`src/rtl/jpu_mem_arbiter.sv`:
```
// Round-robin arbiter and sizer that shares one Wishbone B4 classic master between JPU fetch and load/store.
// Optional bus watchdog enabled by defining JPU_ARB_TIMEOUT_EN (limit set by TIMEOUT_CYCLES).
//
// state  | meaning
// IDLE   | no bus cycle; arbitrate pending requests
// IF_BUS | bus cycle in progress for the fetch port
// D_BUS  | bus cycle in progress for the data port
// RESP   | one-cycle ack/err pulse to the owning port
module jpu_mem_arbiter #(
    parameter int unsigned TIMEOUT_CYCLES = 255
) (
    input  logic        clk_i,
    input  logic        rst_i,
    input  logic        if_req,
    input  logic [31:0] if_addr,
    output logic [31:0] if_rdata,
    output logic        if_ack,
    output logic        if_err,
    input  logic        d_req,
    input  logic        d_we,
    input  logic [1:0]  d_size,
    input  logic        d_se,
    input  logic [31:0] d_addr,
    input  logic [31:0] d_wdata,
    output logic [31:0] d_rdata,
    output logic        d_ack,
    output logic        d_err,
    output logic        wb_cyc_o,
    output logic        wb_stb_o,
    output logic        wb_we_o,
    output logic [31:0] wb_adr_o,
    output logic [3:0]  wb_sel_o,
    output logic [31:0] wb_dat_o,
    input  logic [31:0] wb_dat_i,
    input  logic        wb_ack_i,
    input  logic        wb_err_i
);

    typedef enum logic [1:0] {
        IDLE   = 2'd0,
        IF_BUS = 2'd1,
        D_BUS  = 2'd2,
        RESP   = 2'd3
    } state_t;

    // memsize encoding; the unused code 2'b11 behaves as WORD
    localparam logic [1:0] SIZE_BYTE = 2'd0;
    localparam logic [1:0] SIZE_HALF = 2'd1;

    if (TIMEOUT_CYCLES == 0 || TIMEOUT_CYCLES > 65535) begin : g_bad_timeout
        $error("jpu_mem_arbiter: TIMEOUT_CYCLES must be in 1..65535");
    end

    state_t      state;
    logic        last_if;
    logic [1:0]  size_q;
    logic        se_q;
    logic [1:0]  lane_q;

    logic        grant_d;
    logic        d_misaligned;
    logic        if_misaligned;
    logic [3:0]  d_sel;
    logic [31:0] d_wdat;
    logic [31:0] lane_data;
    logic [31:0] load_data;
    logic        bus_done;
    logic        bus_err;

`ifdef JPU_ARB_TIMEOUT_EN
    logic [15:0] tmo_cnt;
    logic        tmo_hit;
    assign tmo_hit = (({1'b0, tmo_cnt} + 17'd1) == 17'(TIMEOUT_CYCLES));
`endif

    // data wins a tie unless it was the last port granted
    assign grant_d       = d_req & (~if_req | last_if);
    assign if_misaligned = |if_addr[1:0];

    always_comb begin
        d_misaligned = 1'b0;
        d_sel        = 4'b1111;
        d_wdat       = d_wdata;
        case (d_size)
            SIZE_BYTE: begin
                d_sel  = 4'b0001 << d_addr[1:0];
                d_wdat = {4{d_wdata[7:0]}};
            end
            SIZE_HALF: begin
                d_misaligned = d_addr[0];
                d_sel        = 4'b0011 << {d_addr[1], 1'b0};
                d_wdat       = {2{d_wdata[15:0]}};
            end
            default: d_misaligned = |d_addr[1:0];
        endcase
    end

    always_comb begin
        lane_data = wb_dat_i >> {lane_q, 3'b000};
        load_data = wb_dat_i;
        case (size_q)
            SIZE_BYTE: load_data = {{24{se_q & lane_data[7]}}, lane_data[7:0]};
            SIZE_HALF: load_data = {{16{se_q & lane_data[15]}}, lane_data[15:0]};
            default:   load_data = wb_dat_i;
        endcase
    end

    // an error always wins over a simultaneous ack
    always_comb begin
        bus_done = wb_ack_i | wb_err_i;
        bus_err  = wb_err_i;
`ifdef JPU_ARB_TIMEOUT_EN
        if (!bus_done && tmo_hit) begin
            bus_done = 1'b1;
            bus_err  = 1'b1;
        end
`endif
    end

    always_ff @(posedge clk_i or posedge rst_i) begin
        if (rst_i) begin
            state    <= IDLE;
            last_if  <= 1'b1;
            size_q   <= 2'd2;
            se_q     <= 1'b0;
            lane_q   <= 2'd0;
            wb_cyc_o <= 1'b0;
            wb_stb_o <= 1'b0;
            wb_we_o  <= 1'b0;
            wb_adr_o <= '0;
            wb_sel_o <= '0;
            wb_dat_o <= '0;
            if_rdata <= '0;
            if_ack   <= 1'b0;
            if_err   <= 1'b0;
            d_rdata  <= '0;
            d_ack    <= 1'b0;
            d_err    <= 1'b0;
`ifdef JPU_ARB_TIMEOUT_EN
            tmo_cnt  <= '0;
`endif
        end else begin
            if_ack <= 1'b0;
            if_err <= 1'b0;
            d_ack  <= 1'b0;
            d_err  <= 1'b0;
            case (state)
                IDLE: begin
`ifdef JPU_ARB_TIMEOUT_EN
                    tmo_cnt <= '0;
`endif
                    if (grant_d) begin
                        last_if <= 1'b0;
                        if (d_misaligned) begin
                            state <= RESP;
                            d_ack <= 1'b1;
                            d_err <= 1'b1;
                        end else begin
                            state    <= D_BUS;
                            wb_cyc_o <= 1'b1;
                            wb_stb_o <= 1'b1;
                            wb_we_o  <= d_we;
                            wb_adr_o <= {d_addr[31:2], 2'b00};
                            wb_sel_o <= d_sel;
                            wb_dat_o <= d_wdat;
                            size_q   <= d_size;
                            se_q     <= d_se;
                            lane_q   <= d_addr[1:0];
                        end
                    end else if (if_req) begin
                        last_if <= 1'b1;
                        if (if_misaligned) begin
                            state  <= RESP;
                            if_ack <= 1'b1;
                            if_err <= 1'b1;
                        end else begin
                            state    <= IF_BUS;
                            wb_cyc_o <= 1'b1;
                            wb_stb_o <= 1'b1;
                            wb_we_o  <= 1'b0;
                            wb_adr_o <= {if_addr[31:2], 2'b00};
                            wb_sel_o <= 4'b1111;
                        end
                    end
                end
                IF_BUS, D_BUS: begin
                    if (bus_done) begin
                        state    <= RESP;
                        wb_cyc_o <= 1'b0;
                        wb_stb_o <= 1'b0;
                        if (state == D_BUS) begin
                            d_ack <= 1'b1;
                            d_err <= bus_err;
                            if (!bus_err && !wb_we_o) d_rdata <= load_data;
                        end else begin
                            if_ack <= 1'b1;
                            if_err <= bus_err;
                            if (!bus_err) if_rdata <= wb_dat_i;
                        end
                    end
`ifdef JPU_ARB_TIMEOUT_EN
                    else begin
                        tmo_cnt <= tmo_cnt + 16'd1;
                    end
`endif
                end
                RESP:    state <= IDLE;
                default: state <= IDLE;
            endcase
        end
    end

endmodule

```
`config.mk`:
```
export PLATFORM = sky130hd
export DESIGN_NAME = jpu_mem_arbiter
export DESIGN_NICKNAME = d
export VERILOG_FILES = /design/src/rtl/jpu_mem_arbiter.sv
export SDC_FILE = /design/constraint.sdc
export NUM_CORES = 1
export LEC_CHECK = 0
export CAP_MARGIN = 20
export CORE_ASPECT_RATIO = 2
export CORE_UTILIZATION = 35
export DETAILED_ROUTE_END_ITERATION = 16
export GPL_TIMING_DRIVEN = 0
export PLACE_DENSITY = 0.65
export SLEW_MARGIN = 10
export SYNTH_ARGS = -nofsm -noshare
export SYNTH_HDL_FRONTEND = slang
export SYNTH_SLANG_ARGS = --single-unit
```
`constraint.sdc`:
```
create_clock -name clk_i -period 14.2 [get_ports clk_i]
set_clock_uncertainty 0.05 [all_clocks]
set_input_delay 2.84 -clock clk_i [delete_from_list [all_inputs] [get_ports clk_i]]
set_output_delay 2.84 -clock clk_i [all_outputs]
set_load 0.01 [all_outputs]
```
; Word-level counts from Yosys, hierarchy flattened
; Index checks and enable logic that the tools add are counted.
[op_classes]
eq_ne = 11
n_shift = 3
muxes = 47
n_bitwise = 9
n_reduce_logical = 18
[ops]
columns = op, count
row1 = 32-bit 2-to-1 mux, 4
row2 = 32-bit one-hot mux with 2 select lines, 2
row3 = 32-bit by 5-bit >> shifter with 16-bit output, 1
row4 = 1-bit 2-to-1 mux, 25
row5 = 4-bit 2-to-1 mux, 4
row6 = 1-bit one-hot mux with 2 select lines, 6
row7 = 4-bit AND reduction, 3
row8 = "3-bit != test, second input constant", 3
row9 = 2-bit 2-to-1 mux, 4
row10 = 4-bit one-hot mux with 2 select lines, 1
row11 = "2-bit by 1-bit equality test with 1-bit output, second input constant", 3
row12 = 2-bit logical NOT, 3
row13 = "2-bit != test, second input constant", 3
row14 = 2-bit one-hot mux with 3 select lines, 1
row15 = 2-bit OR reduction, 3
row16 = 5-bit AND reduction, 1
row17 = "2-bit equality test, second input constant", 2
row18 = 1-bit inverter, 4
row19 = 2-bit AND reduction, 2
row20 = 2-bit nonzero test, 2
row21 = "1-bit by 2-bit << shifter with 4-bit output, first input constant", 1
row22 = "2-bit by 2-bit << shifter with 4-bit output, first input constant", 1
row23 = 1-bit bitwise AND, 3
row24 = 3-bit AND reduction, 1
row25 = 3 further kinds, 5
[word_totals]
register_bits = 146
in_bits = 138
output_inout_bits = 139
elab_cells = 104

; Depth between registers and ports, before layout
; Gate-level depths: netlist of run 1.
[depth]
word_depth = 5
depth_mapped = 8
ltp_nobuf = 6

; Least setup slack after synthesis of run 1
; No wires, ideal clock.
[synth_timing]
path_kind = in2reg
from = in if_req
to = reg wb_adr_o[10]
setup_time_ns = 0.125
arrival_time_ns = 4.154
required_ns = 14.025
setup_slack_ns = 9.871
stages = 6
n_path_buf = 2
cell_sequence = nand2b_1 -> buf_6 -> a211o_4 -> o21ai_4 -> buf_12 -> mux2_4
[synth_between]
elab_chain_cells = 5
word_cells_on_any_way = 8
cone_classes = 2 x eq/ne / 1 x mux / 3 x bitwise / 2 x reduce/logical
[synth_lines]
columns = element, line_no
row1 = from (decl), 14  ; input logic if_req,
row2 = 1-bit inverter, 77  ; assign grant_d = d_req & (~if_req | last_if);
row3 = 1-bit OR, 77
row4 = 1-bit bitwise AND, 77
row5 = 2-bit != test (no source line) or 2-bit nonzero test (tied branches), -
row6 = 4-bit AND reduction (no source line), -
row7 = to (signal assigned), 163  ; wb_adr_o <= {d_addr[31:2], 2'b00};
row8 = to (signal assigned), 181  ; wb_adr_o <= {if_addr[31:2], 2'b00};
row9 = to (decl), 31  ; output logic [31:0] wb_adr_o,
; Parallel ways exist; a longest one is shown, timed or not.
; A chain may end at the register's enable or synchronous reset.

; Final worst setup path of run 1
[layout_timing]
from = in wb_err_i
to = reg d_rdata[18]
[layout_between]
elab_chain_cells = 3
word_cells_on_any_way = 4
cone_classes = 1 x bitwise / 3 x reduce/logical
[layout_lines]
columns = element, line_no
row1 = from (decl), 36  ; input logic wb_err_i
row2 = 1-bit logical NOT, -
row3 = 1-bit logical AND, 194  ; if (!bus_err && !wb_we_o) d_rdata <= load_data;
row4 = 4-bit AND reduction (no source line) (*), -
row5 = to (signal assigned), 194
row6 = to (decl), 25  ; output logic [31:0] d_rdata,
; Mark *: on every way between the ends. The rest lies on a longest branch, timed or not.

==> flow_summary.toml, run 1 <==
[status]
status = "finished, final reports clean"

[power_and_ir_drop]
switching_power_mw = 0.764
sw_frac_of_total = 0.342
total_power_mw = 2.23
p_per_area_nw_per_um2 = 209
pwr-share-comb = 0.480
seqPwrFrac = 0.324
p_int_mw = 1.47
peakVddDrop_mv = 0.101
p_leak_nw = 4.55
clock_power_share = 0.196

[place]
numPlacedInstances = 1149
pre_cts_slack_ns = 8.85
place_hpwl_um = 18000
placed_area_um2 = 10100
io_buffers = 273
routabilityCongestion = 0.860

[worst_setup_path]
cp_slowest_stage_delay_ns = 0.65
cp_cell_sequence = "clkdlybuf4s50_1 > nand2b_1 > nor3_2 > o2111ai_1 > buf_2 > nand3_1"
rr_endpoint = "d_rdata[18]"
r2r_slack_ns = 11.40
cp_slowest_cell = "nor3_2"
crit_type = "input pin to flop"
critPathLaunchType = "input pin"
r2r_cells = 8
crit_start = "wb_err_i"
worstReg2RegStart = "state[1]"
end_kind = "flop"
cp.required_ns = 14.51
worstPathArrival_ns = 5.27
crit_fanout = 10

[clocking]
cts_buffers = 17
clock_tree.root_cell = "clkbuf_16"
ctsHoldBuffers = 0
htreeDepth = 4
clkSinkCount = 144
worst_skew_pair.late_latency_ns = 0.42
postCtsSetupBuffers = 0
cts_tree = "yes"
clock_path_buffers = 2
clkTransAtPathRegs_ns = 0.06
cts.repair.resized = 0

[synth]
syn_avg_cell_area_um2 = 11.4
synth_mux_area_frac = 0.228
synth_ff_type = "dfrtp_1"
synth-edff-count = 0
synth-seq-cells = 144
yosys_warnings = 0
yosys.area_share.xor_xnor = 0
synth_top_family_by_area = "multiplexers"
synthAdderAreaFrac = 0.00536
synth-simple-area-share = 0.106
ys_seq_area_frac = 0.515
synthCells = 615
synth_compound_area_frac = 0.106
syn_area_um2 = 7000
yosysUniqueCellTypes = 51
async_flop_share = 1.00

[drt]
drt-met1-wl_um = 7660
ant_nets = 0
vias = 5894
met2_length_um = 13500
wl_met3_um = 1070
vias_per_cell = 4.99
wire_per_inst_um = 19.7
drtPass1Iterations = 4
drt_iter0_markers = 171
routed_wl_um = 23300
drc = 0
top_layer = "met4"

[hold_path]
hold_depth = 2
min_from = "se_q"
holdPathEnd = "se_q"
hold_class = "flop to flop"

[cells_and_area]
diodes = 0
fin_area_um2 = 10700
fin_cells = 1181
drive_above_1_share = 0.167
areaGrowthSynthToFinish_pct = 52.4
final_util = 0.548
finalNetCount = 1050

[global_route]
grt_pass1_vias = 6351
antenna_found_initial = 0
grt_max_degree = 77
grt_use_total = 0.233
grt.overflow.total = 0
grt_pass1_wl_um = 35000

[job]
drv_cap = 0

[timing]
tightestPinTransition_ns = 0.819
fin_crit_sh = 0.350
setup_viol = 0
finalCriticalPeriod_ns = 4.97
slew_violations = 0
hold_ws_ns = 0.412
max_freq_ghz = 0.201
relSlewSlack = 0.454
hold_violations = 0
setup_ws_ns = 9.23
fin_setup_tns_ns = 0
rsz0062_at_grt = "no"

[floorplan]
fp.dieH_um = 202
coreArea_um2 = 19500
start_util = 0.360
dieArea_um2 = 20600
ios = 277
rows = 72
die_w_um = 102
[worst max-delay path by stage]
stage,to,slack (ns)
after floorplan,d_ack,7.45
after global placement,if_rdata[30],5.18
after global routing,d_rdata[23],9.15
after CTS,d_rdata[18],9.28
final,d_rdata[18],9.23
after detailed placement,d_rdata[16],8.85
[metal layers]
layer / track usage / vias to the layer above
li1: - / 2766
met4: 0.124 / 0
met3: 0.0474 / 49
met2: 0.452 / 210
met1: 0.216 / 2869
met5: 0 / -
[registers in the layout (all words and copies together) (netlist names)]
register / cells
d_ack: 1
d_err: 1
d_rdata: 32
if_ack: 1
if_err: 1
if_rdata: 32
lane_q: 2
last_if: 1
se_q: 1
size_q: 2
state: 2
wb_adr_o: 30
wb_dat_o: 32
wb_sel_o: 4
wb_stb_o: 1
wb_we_o: 1
[final cells by class]
class / instances / area [µm²]
well taps: 259 / 324
inverters: 8 / 37.5
plain buffers: 45 / 246
repair buffers: 274 / 2760
multi-input cells: 419 / 3130
clock inverters: 15 / 148
clock buffers: 17 / 425
flip-flops and latches: 144 / 3610
fillers: 1825 / 8790
[power groups by stage]
| stage | Sequential [mW] | Combinational [mW] | Clock, mW |
|---|---|---|---|
| 5_1_grt | 0.748 | 1.15 | 0.462 |
| 3_5_place_dp | 0.729 | 1.08 | 0 |
| 6_report | 0.723 | 1.07 | 0.437 |
| 3_3_place_gp | 0.725 | 1.07 | 0 |
| 2_1_floorplan | 0.805 | 0.433 | 0 |
| 4_1_cts | 0.725 | 1.08 | 0.448 |
[cells in the final DEF (no fill, tap or decap), types with 3 or more instances in the layout]
cell,Yosys,routed
a21oi_1,14,14
a2bb2oi_1,13,13
buf_1,5,5
buf_2,9,9
buf_4,4,4
clkbuf_1,23,23
clkbuf_16,0,17
clkdlybuf4s50_1,0,273
clkinv_4,0,3
clkinvlp_4,0,3
dfrtp_1,142,142
ha_1,3,3
inv_1,8,7
inv_6,0,6
mux2_2,68,68
mux2_4,26,26
mux2i_1,44,44
nand2_1,96,96
nand2b_1,5,5
nand3_1,33,33
nor2_1,19,19
nor2b_1,5,5
o21a_1,5,5
o21ai_0,33,33
o21ai_1,3,3
o22a_1,8,8
o22ai_1,7,7
o2bb2ai_1,7,7
[worst max-delay path: cells and delay by family]
kind                   cells  cell delay [ns]
and+or+nand+nor            3             0.97
buffers and inverters      2             0.85
AOI/OAI and AO/OA          1             0.61
[cell families (layout without fill, tap and decap cells)]
logic type / Yosys count / after routing
DFF: 144 / 144
adders and majority gates: 3 / 3
buffers and inverters: 53 / 359
and+or+nand+nor: 169 / 169
AOI/OAI and AO/OA: 107 / 107
other: 1 / 2
muxes: 138 / 138
[cell usage after synthesis (all sizes together), types with 8 or more instances]
library cell  number  area, µm²
nand2             96        360
clkbuf            23       86.3
a21oi             14       70.1
buf               22        160
nor2              20       77.6
mux2              94       1160
o21ai             37        196
o22a               8       70.1
inv                8       30.0
mux2i             44        440
dfrtp            142       3550
a2bb2oi           13        114
nand3             33        165
(Power assumes the default switching activity.)
==> run 2, diff against run 1 <==
--- a/config.mk
+++ b/config.mk
@@ -10,7 +10,7 @@
 export CORE_UTILIZATION = 35
 export DETAILED_ROUTE_END_ITERATION = 16
 export GPL_TIMING_DRIVEN = 0
-export PLACE_DENSITY = 0.65
+export PLACE_DENSITY = 0.67
 export SLEW_MARGIN = 10
 export SYNTH_ARGS = -nofsm -noshare
 export SYNTH_HDL_FRONTEND = slang
==> constraint.sdc (replaced) <==
create_clock -name clk_i -period 4.1 [get_ports clk_i]
set_clock_uncertainty 0.05 [all_clocks]
set_input_delay 0.82 -clock clk_i [delete_from_list [all_inputs] [get_ports clk_i]]
set_output_delay 0.82 -clock clk_i [all_outputs]
set_load 0.01 [all_outputs]
==> run 2 against run 1 <==
Against the previous run: routed wire length shrank 1.4%; final cell count grew 0.25%; global-route usage grew 0.20 points; via count shrank 0.15%; power grew to 3.5 times the previous value; sequential power grew to 3.4 times the previous value; combinational power grew to 3.5 times the previous value; hold slack gained 0.0038 ns; critical path type unchanged; critical endpoint is now d_rdata[31].
==> flow_summary.toml, run 2 (synthesized netlist as in run 1, its figures left out) <==
[status]
status = "finished, final reports clean"

[cells_and_area]
fin_area_um2 = 10800
drive_above_1_share = 0.169
layout_common_cells = "clkdlybuf4s50_1, dfrtp_1, nand2_1"
finalNetCount = 1053
diodes = 0
final_util = 0.554
reg_top3 = "d_rdata x32, if_rdata x32, wb_dat_o x32"
areaGrowthSynthToFinish_pct = 54.0
final_common_cell = "clkdlybuf4s50_1"

[worst_setup_path]
worstPathArrival_ns = 3.14
end_kind = "flop"
critPathLaunchType = "input pin"
crit_fanout = 10
cp.required_ns = 4.40
crit_type = "input pin to flop"

[drt]
ant_nets = 0
vias_per_cell = 4.97
drc = 0
drtPass1Iterations = 4
wire_per_inst_um = 19.4
vias = 5885
drt_iter0_markers = 176
routed_wl_um = 23000

[place]
place_hpwl_um = 18100
routabilityCongestion = 0.848
io_buffers = 273
pre_cts_slack_ns = 0.785
placed_area_um2 = 10100

[clocking]
cts.repair.resized = 0
clock_path_buffers = 2
htreeDepth = 4
worst_skew_pair.late_latency_ns = 0.42
clkSinkCount = 144
cts_buffers = 17
ctsHoldBuffers = 0
postCtsSetupBuffers = 0
cts_tree = "yes"
clkTransAtPathRegs_ns = 0.06
clock_tree.root_cell = "clkbuf_16"

[job]
drv_cap = 0

[timing]
max_freq_ghz = 0.352
slew_violations = 0
setup_viol = 0
fin_setup_tns_ns = 0
hold_violations = 0
finalCriticalPeriod_ns = 2.84
relSlewSlack = 0.484
fin_crit_sh = 0.692
tightestPinTransition_ns = 0.774
rsz0062_at_grt = "no"
setup_ws_ns = 1.26

[hold_path]
hold_class = "flop to flop"

[floorplan]
rows = 72
die_w_um = 102
dieArea_um2 = 20600
coreArea_um2 = 19500
ios = 277
start_util = 0.360
fp.dieH_um = 202

[power_and_ir_drop]
p_leak_nw = 4.61
p_per_area_nw_per_um2 = 729
total_power_mw = 7.86
peakVddDrop_mv = 0.348

[global_route]
grt_max_degree = 36
grt_pass1_vias = 6298
grt_use_total = 0.235
grt_pass1_wl_um = 35400
antenna_found_initial = 0
grt.overflow.total = 0
run 2: final timing paths:
kind / from / end / slack [ns] / depth (start not counted)
worst max-delay path: wb_err_i / d_rdata[31] / 1.26 / 6
worst min-delay path: se_q / se_q / 0.42 / 2
worst max register to register: state[1] / d_rdata[31] / 1.41 / 8
worst min register to register: se_q / se_q / 0.42 / 2
max in group asynchronous: rst_i / wb_dat_o[30] / 2.19 / 5
min in group asynchronous: rst_i / wb_adr_o[3] / 0.78 / 2
run 2: routing by layer:
metal | up-vias | GRT usage | part of all wire
met3 | 44 | 0.0456 | 0.043
met1 | 2864 | 0.222 | 0.32
li1 | 2779 | - | -
met2 | 198 | 0.457 | 0.59
met5 | - | 0 | 0
met4 | 0 | 0.115 | 0.042
run 2: through the flow:
stage / std cells / hold WS (ns)
after floorplan: 616 / 0.388
after global placement: 1148 / 0.405
after detailed placement: 1152 / 0.407
after CTS: 1184 / 0.422
after global routing: 1184 / 0.450
final: 1184 / 0.416
run 2: critical path, cell delays in order:
cell             delay, ns
clkdlybuf4s50_1       0.47
nand2b_1              0.21
nor3_2                0.61
o2111ai_1             0.58
buf_2                 0.36
nand3_1               0.09
run 2: power by group:
group          leakage (nW)  total (mW)  switching [mW]  internal, mW
Sequential             1.76        2.49           0.372          2.12
Combinational          2.53        3.71            1.60          2.12
Clock                 0.309        1.66           0.602          1.06
run 2: cell type report:
cell class                 count  area, µm²
buffer                        45        246
clock buffer                  24        512
clock inverter                 8        124
fill                        1806       8670
inverter                       8       33.8
multi-input combinational    419       3130
sequential                   144       3610
tap                          259        324
timing repair buffer         277       2810
==> run 3, diff against run 2 <==
==> constraint.sdc (replaced) <==
create_clock -name clk_i -period 2.4 [get_ports clk_i]
set_clock_uncertainty 0.05 [all_clocks]
set_input_delay 0.48 -clock clk_i [delete_from_list [all_inputs] [get_ports clk_i]]
set_output_delay 0.48 -clock clk_i [all_outputs]
set_load 0.01 [all_outputs]
==> run 3 against run 2 <==
Against the previous run: hold slack got worse by 0.11 ns; combinational power increased by 72%; final cell count about the same; first-iteration DRC count decreased by 20%; sequential share of layout area decreased by 0.14 points; sequential cell count unchanged; largest power group unchanged; global-route usage about the same; via count about the same; die area unchanged.
==> flow_summary.toml, run 3 (synthesized netlist as in run 1, its figures left out) <==
[power_and_ir_drop]
peakVddDrop_mv = 0.597
total_power_mw = 13.5
seqPwrFrac = 0.317
switching_power_mw = 4.41
pwr-share-comb = 0.473
p_int_mw = 9.06
p_per_area_nw_per_um2 = 1240
clock_power_share = 0.210
sw_frac_of_total = 0.327
p_leak_nw = 4.63

[worst_setup_path]
end_kind = "flop"
crit_fanout = 10
critPathLaunchType = "input pin"
r2r_slack_ns = 0.18
worstPathArrival_ns = 2.55
cp.required_ns = 2.65
cp_cell_sequence = "clkdlybuf4s50_1 > nand2b_1 > buf_6 > a211o_4 > o21ai_4 > buf_8 > mux2_4"
cp_slowest_cell = "clkdlybuf4s50_1"
cp_slowest_stage_delay_ns = 0.57
crit_type = "input pin to flop"

[clocking]
cts_buffers = 17
cts_tree = "yes"
clock_path_buffers = 2
ctsHoldBuffers = 0
clkTransAtPathRegs_ns = 0.06
worst_skew_pair.late_latency_ns = 0.42
clock_tree.root_cell = "clkbuf_16"
htreeDepth = 4
clkSinkCount = 144

[global_route]
grt.overflow.total = 0
grt_pass1_vias = 6282
grt_pass1_wl_um = 35400
grt_max_degree = 36
grt_use_total = 0.235
antenna_found_initial = 0

[drt]
vias = 5886
ant_nets = 0
drt_iter0_markers = 140
wire_per_inst_um = 19.4
drtPass1Iterations = 4
drc = 0
routed_wl_um = 23000
vias_per_cell = 4.97

[timing]
rsz0062_at_grt = "no"
max_freq_ghz = 0.435
tightestPinTransition_ns = 0.756
slew_violations = 0
finalCriticalPeriod_ns = 2.30
fin_setup_tns_ns = 0
hold_ws_ns = 0.309
hold_violations = 0
relSlewSlack = 0.496
fin_crit_sh = 0.957
setup_viol = 0

[job]
drv_cap = 0

[cells_and_area]
n_fill_cell = 1802
layout_common_cells = "clkdlybuf4s50_1, dfrtp_1, nand2_1"
drive_above_1_share = 0.177
reg_top3 = "d_rdata x32, if_rdata x32, wb_dat_o x32"
final_util = 0.557
final_common_cell = "clkdlybuf4s50_1"
diodes = 0
areaGrowthSynthToFinish_pct = 54.6
finalNetCount = 1054

[floorplan]
start_util = 0.360
die_w_um = 102
rows = 72
coreArea_um2 = 19500
fp.dieH_um = 202
dieArea_um2 = 20600
ios = 277

[status]
status = "finished, final reports clean"

[hold_path]
hold_class = "input pin to flop"

[place]
io_buffers = 273
place_hpwl_um = 18100
routabilityCongestion = 0.848
[run 3: changes by cell type in the layout (fill, tap and decap cells not counted), sizes merged]
cell / previous run / this run
buf: 26 / 27
[run 3: path summary, 6_finish.rpt]
kind / from / endpoint / depth (start not counted)
hold / removal: d_req / last_if / 2
setup reg to reg: lane_q[0] / d_rdata[6] / 7
setup / recovery: if_req / wb_adr_o[2] / 7
hold reg to reg: se_q / se_q / 2
max in group asynchronous: rst_i / wb_dat_o[30] / 5
min in group asynchronous: rst_i / wb_adr_o[3] / 2
[run 3: critical path, delay by kind of cell]
kind,cells,cell delay [ns]
AND/OR/NAND/NOR,1,0.09
buffers and inverters,3,0.92
multiplexers,1,0.31
AO/OA/AOI/OAI,2,0.73
[run 3: routing by layer]
| layer | vias up | routed length [µm] | track usage |
|---|---|---|---|
| met5 | - | 0 | 0 |
| met4 | 0 | 930 | 0.114 |
| met3 | 45 | 939 | 0.0453 |
| met2 | 202 | 13600 | 0.457 |
| met1 | 2861 | 7480 | 0.223 |
| li1 | 2778 | - | - |
[run 3: cell type report]
cell class,instances,area (µm²),share of cell area
Tap cell,259,324,0.0299
Inverter,8,33.8,0.00312
Clock inverter,8,124,0.0114
Clock buffer,24,512,0.0473
Multi-Input combinational cell,419,3160,0.292
Sequential cell,144,3610,0.333
Timing Repair Buffer,278,2820,0.260
Buffer,45,251,0.0232
[run 3: repair_timing]
action / 4_1_cts / 5_1_grt
endpoints found under the setup margin: 71 / 52
pin swaps: 0 / 1
gates resized for setup: 7 / 3
buffers inserted: 0 / 1
[run 3: power groups by stage]
stage | clock (mW) | combinational (mW) | sequential, mW
final | 2.83 | 6.37 | 4.26
after global routing | 2.99 | 6.86 | 4.41
after CTS | 2.90 | 6.46 | 4.27
after detailed placement | 0 | 6.41 | 4.29
after global placement | 0 | 6.33 | 4.27
after floorplan | 0 | 2.56 | 4.76
[run 3: stage by stage]
| step | cell area [µm²] | std cells | setup WS (ns) |
|---|---|---|---|
| 2_1_floorplan | 7010 | 616 | 0.0666 |
| 3_3_place_gp | 10100 | 1148 | -1.32 |
| 3_5_place_dp | 10100 | 1152 | -0.575 |
| 4_1_cts | 10800 | 1184 | 0.0379 |
| 5_1_grt | 10800 | 1185 | 0.0183 |
| 6_report | 10800 | 1185 | 0.104 |
==> patch 1: new RTL, settings of run 3 <==
Encoding of `state_t`: now one-hot (4 bits for 4 states).
--- a/src/rtl/jpu_mem_arbiter.sv
+++ b/src/rtl/jpu_mem_arbiter.sv
@@ -36,11 +36,11 @@
     input  logic        wb_err_i
 );
 
-    typedef enum logic [1:0] {
-        IDLE   = 2'd0,
-        IF_BUS = 2'd1,
-        D_BUS  = 2'd2,
-        RESP   = 2'd3
+    typedef enum logic [3:0] {
+        IDLE   = 4'b0001,
+        IF_BUS = 4'b0010,
+        D_BUS  = 4'b0100,
+        RESP   = 4'b1000
     } state_t;
 
     // memsize encoding; the unused code 2'b11 behaves as WORD
Behaviour: no difference found for any inputs over 4 cycles, from zero or initial values and one cycle with rst_i high; so few cycles prove little.
==> patch 1 against run 3 <==
- count of clock-buffer cells in the layout shrank 2
- fmax shrank 0.98%
- clock power grew 6%
- power shrank 9.4%
- sequential cell count grew 2
- sequential power shrank 5%
- routed wire length shrank 1.8%
- utilization grew 0.69 points
- synthesized area shrank 3.0%
- largest cell class unchanged
- critical path type unchanged
- design area shrank 1.6%
- synthesized cell count shrank 5.7%
- worst setup slack lost 0.023 ns
- critical endpoint is now wb_dat_o[1]$_DFFE_PP0P_
- global-route usage shrank 0.17 points
==> patch 1: results <==
group,metric,value,unit
outcome,status,"completed",
setup_path,critical_path_arrival,2.58,ns
logic_synthesis,synthXorXnorAreaFrac,0.129,%
setup_path,reg2reg_from,"state[0]$_DFFE_PP1P_",
logic_synthesis,synth_mux_area_share,23.2,%
grt,groute.usage.overall,23.3,%
logic_synthesis,netlist_instances,580,
finish,nonClkBufAreaFrac,28.1,%
finish,nets,1016,
place,dp_hpwl,17700,um
finish,buffers,316,
floorplanning,initial_core_util,35.9,%
finish,instances_no_fill,1146,
grt,grt_max_degree,39,
place,place_ws,-0.965,ns
setup_path,cp-startpoint,"d_addr[0]",
finish,clock_buffers,22,
min_path,hold_path.class,"input pin to async pin",
finish,n_all_inverters,9,
place,io_buffer_count,274,
finish,area_share_clock_buf_inv,6.21,%
logic_synthesis,syn_avg_cell_area,11.7,um^2
power,powerDensity,1140,nW/um^2
finish,drive_gt1_share,18.6,%
finish,nFillCells,1659,
timing,fin_crit_sh,96.6,%
logic_synthesis,synth_common_cells,"dfrtp_1 (143), mux2_2 (105), nand2_1 (63)",
finish,seq_cell_count,146,
detailed_routing,wl_per_cell,19.7,um
power,peakVddDrop,0.591,mV
timing,holdWs,0.372,ns
timing,worst_pin_slew,1.03,ns
finish,multiInputGateArea,2980,um^2
logic_synthesis,yosysSeqAreaShare,53.9,%
place,place_area,9940,um^2
finish,multi_input_comb_cells,388,
place,routabilityCongestion,0.877,
logic_synthesis,synth_compound_area_share,10.9,%
power,swShare,31.6,%
logic_synthesis,synth_fa_ha_area_share,0,%
detailed_routing,drtIter0Drc,136,
grt,grt_pass1_vias,5893,
power,leakage,0.00457,uW
setup_path,cp-endpoint,"wb_dat_o[1]$_DFFE_PP0P_",
grt,grt_pass1_wl,33800,um
detailed_routing,dr_total_vias,5780,
-- patch 1: changes by cell type after synthesis, moves of 3 or more --
cell	change
mux2_2	+37
nand2_1	-33
mux2_4	-26
a2bb2oi_1	-11
mux2i_1	-7
a22o_1	+5
buf_2	-5
nor2_1	+5
o311ai_0	+5
ha_1	-3
o211ai_1	+3
o21ai_1	-3
-- patch 1: metal layers --
metal	vias up	GRT usage [%]	wire length [um]
li1	2686	-	-
met1	2822	22.1	7430
met2	209	44.7	13100
met3	63	5.20	985
met4	0	13.0	988
met5	-	0	0
-- patch 1: kinds of logic (layout without fill, tap and decap cells) --
group                  Yosys count  after routing
flip-flops                     146            146
multiplexers                   143            143
buffers and inverters           47            357
XOR/XNOR                         1              1
AND/OR/NAND/NOR                135            135
AO/OA/AOI/OAI                  107            107
other                            1              2
-- patch 1: power groups by stage --
| stage | combinational, uW | clock (uW) | sequential, uW |
|---|---|---|---|
| 2_1_floorplan | 1860 | 0 | 4490 |
| 3_3_place_gp | 5090 | 0 | 4060 |
| 3_5_place_dp | 5140 | 0 | 4090 |
| 4_1_cts | 5190 | 3060 | 4060 |
| 5_1_grt | 5480 | 3150 | 4200 |
| 6_report | 5140 | 2990 | 4060 |
-- patch 1: critical path, delay by kind of cell --
kind	cells	cell delay, ns
AO/OA/AOI/OAI	1	0.52
buffers and inverters	2	1.07
multiplexers	1	0.38
AND/OR/NAND/NOR	1	0.12
-- patch 1: timing repair --
action                     in CTS  in global routing
resized for setup               7                  8
cloned                          0                  0
pin swaps                       0                  1
setup endpoints to repair      62                 81
buffers inserted                0                  0
==> patch 2: new RTL, flow settings as in run 3 <==
Made on the original files. Build with the macro `JPU_ARB_TIMEOUT_EN` defined.
--- a/src/rtl/jpu_mem_arbiter.sv
+++ b/src/rtl/jpu_mem_arbiter.sv
@@ -6,6 +6,8 @@
 // IF_BUS | bus cycle in progress for the fetch port
 // D_BUS  | bus cycle in progress for the data port
 // RESP   | one-cycle ack/err pulse to the owning port
+`define JPU_ARB_TIMEOUT_EN
+
 module jpu_mem_arbiter #(
     parameter int unsigned TIMEOUT_CYCLES = 255
 ) (
Function: same outputs for any inputs over 4 cycles, from zero or initial values and one cycle with rst_i high; that may be too few to reach the edited logic, so the function may still have changed.
==> patch 2 against run 3 <==
- the run now ends with negative setup slack left
- worst setup slack worse by 0.27 ns
- routed wire length up 15%
- synthesized cell count is 24% higher
- synthesized area increased by 11%
- design area is 12% higher
- utilization up 0.17 points
- die area is 11% higher
- power rose by 6.4%
- sequential cell count increased by 16
- global-route usage about the same
- sequential power up 9.6%
- largest cell class unchanged
==> patch 2: results <==
group,metric,value,unit
outcome,status,"finished, violations left",
outcome,violations,"negative setup slack",
detailed_routing,drtIter0Drc,258,
timing,setup_ws,-0.169,ns
detailed_routing,dr_total_vias,7170,
place,place_area,11000,um^2
setup_path,crit_family,"compound AO/OA/AOI/OAI gates",
timing,max-slew-margin-rel,31.1,%
clock_network,cts-root-buf,"clkbuf_16",
power,leakage,0.00527,uW
grt,groute.usage.overall,23.4,%
timing,tns,-1.82,ns
place,routabilityCongestion,0.847,
power,netSwitchingPower,5110,uW
setup_path,slowest_stage,"dfrtp_2",
grt,grt_pass1_wl,40500,um
grt,grt_pass1_vias,7452,
grt,use_met2,43.8,%
detailed_routing,wl,26400,um
timing,setup_violations,18,
place,place_ws,-1.08,ns
logic_synthesis,syn_avg_cell_area,10.3,um^2
clock_network,cts_max_level,4,
detailed_routing,top_layer,"met4",
timing,holdWs,0.376,ns
finish,fin_area,12100,um^2
setup_path,max_stage_delay,0.44,ns
finish,top_regs,"d_rdata x32, if_rdata x32, wb_dat_o x32",
logic_synthesis,synthDistinctLibCells,62,
run,maxCapViolCount,0,
place,place_inst,1312,
setup_path,r2r_cells,9,
logic_synthesis,synth_common_cells,"dfrtp_1 (158), nor2_1 (90), nand2_1 (84)",
logic_synthesis,synth_flop_cell,"dfrtp_1",
place,dp_hpwl,19700,um
detailed_routing,wl_per_cell,19.1,um
min_path,hold_path.class,"input pin to async pin",
finish,drive_gt1_share,17.4,%
detailed_routing,wl_met1,9170,um
setup_path,r2r-end,"tmo_cnt[14]$_DFFE_PP0P_",
grt,use_met1,24.5,%
detailed_routing,dr_wl_met2,14700,um
setup_path,cp_max_fo,8,
logic_synthesis,yosysSeqAreaShare,51.4,%
power,power_frac_clock,19.2,%
setup_path,reg2reg_from,"tmo_cnt[1]$_DFFE_PP0P_",
detailed_routing,wl_met3,1320,um
detailed_routing,first_pass_iters,5,
logic_synthesis,synth_area_leaders,"dfrtp_1 (51%), mux2i_1 (10%), mux2_2 (6.6%)",
grt,grtUsageMet3,4.30,%
finish,nFillCells,1946,
grt,grt_max_degree,37,
setup_path,critical_path_arrival,2.83,ns
power,peakVddDrop,0.602,mV
logic_synthesis,yosysWarnings,0,
finish,nets,1237,
-- patch 2: repair_timing --
item                                    CTS  global route
gates cloned                              1             2
pin swaps                                12            11
resized for setup                        44            33
endpoints found under the setup margin  155           120
buffers inserted                         15            21
-- patch 2: kinds of logic after synthesis --
logic type                 count (synthesis)  share of synthesized area (%)
buffers and inverters                     64                           3.48
xor gates and xnor gates                   5                          0.562
other                                      1                         0.0481
DFF                                      160                           51.4
and+or+nand+nor                          227                           13.2
AOI/OAI and AO/OA                        172                           13.5
adders and majority gates                  5                          0.802
muxes                                    126                           17.1
-- patch 2: power groups by stage --
stage	combinational, uW	sequential, uW	clock [uW]
global route	7460	4830	2920
finish	6910	4670	2750
detailed placement	6480	4710	0
CTS	6700	4670	2820
global placement	6380	4650	0
floorplan	2540	5150	0
-- patch 2: how the worst max path moves through the flow --
stage | cells past startpoint | endpoint | start | slack [ns]
after floorplan | 1 | d_ack$_DFF_PP0_ | rst_i | -0.16
after global placement | 2 | wb_dat_o[2]$_DFFE_PP0P_ | rst_i | -1.65
after CTS | 9 | tmo_cnt[3]$_DFFE_PP0P_ | tmo_cnt[0]$_DFFE_PP0P_ | -0.10
after global routing | 9 | tmo_cnt[14]$_DFFE_PP0P_ | tmo_cnt[6]$_DFFE_PP0P_ | -0.25
after detailed placement | 7 | wb_dat_o[2]$_DFFE_PP0P_ | if_req | -1.08
final | 9 | tmo_cnt[14]$_DFFE_PP0P_ | tmo_cnt[1]$_DFFE_PP0P_ | -0.17
-- patch 2: cell type report --
cell class,instances,share of cell area (%)
plain buffers,50,2.35
clock buffers,21,3.80
clock inverters,11,1.10
inverters,11,0.403
multi-input cells,538,30.6
flip-flops and latches,160,33.2
well taps,273,2.82
repair buffers,316,25.8
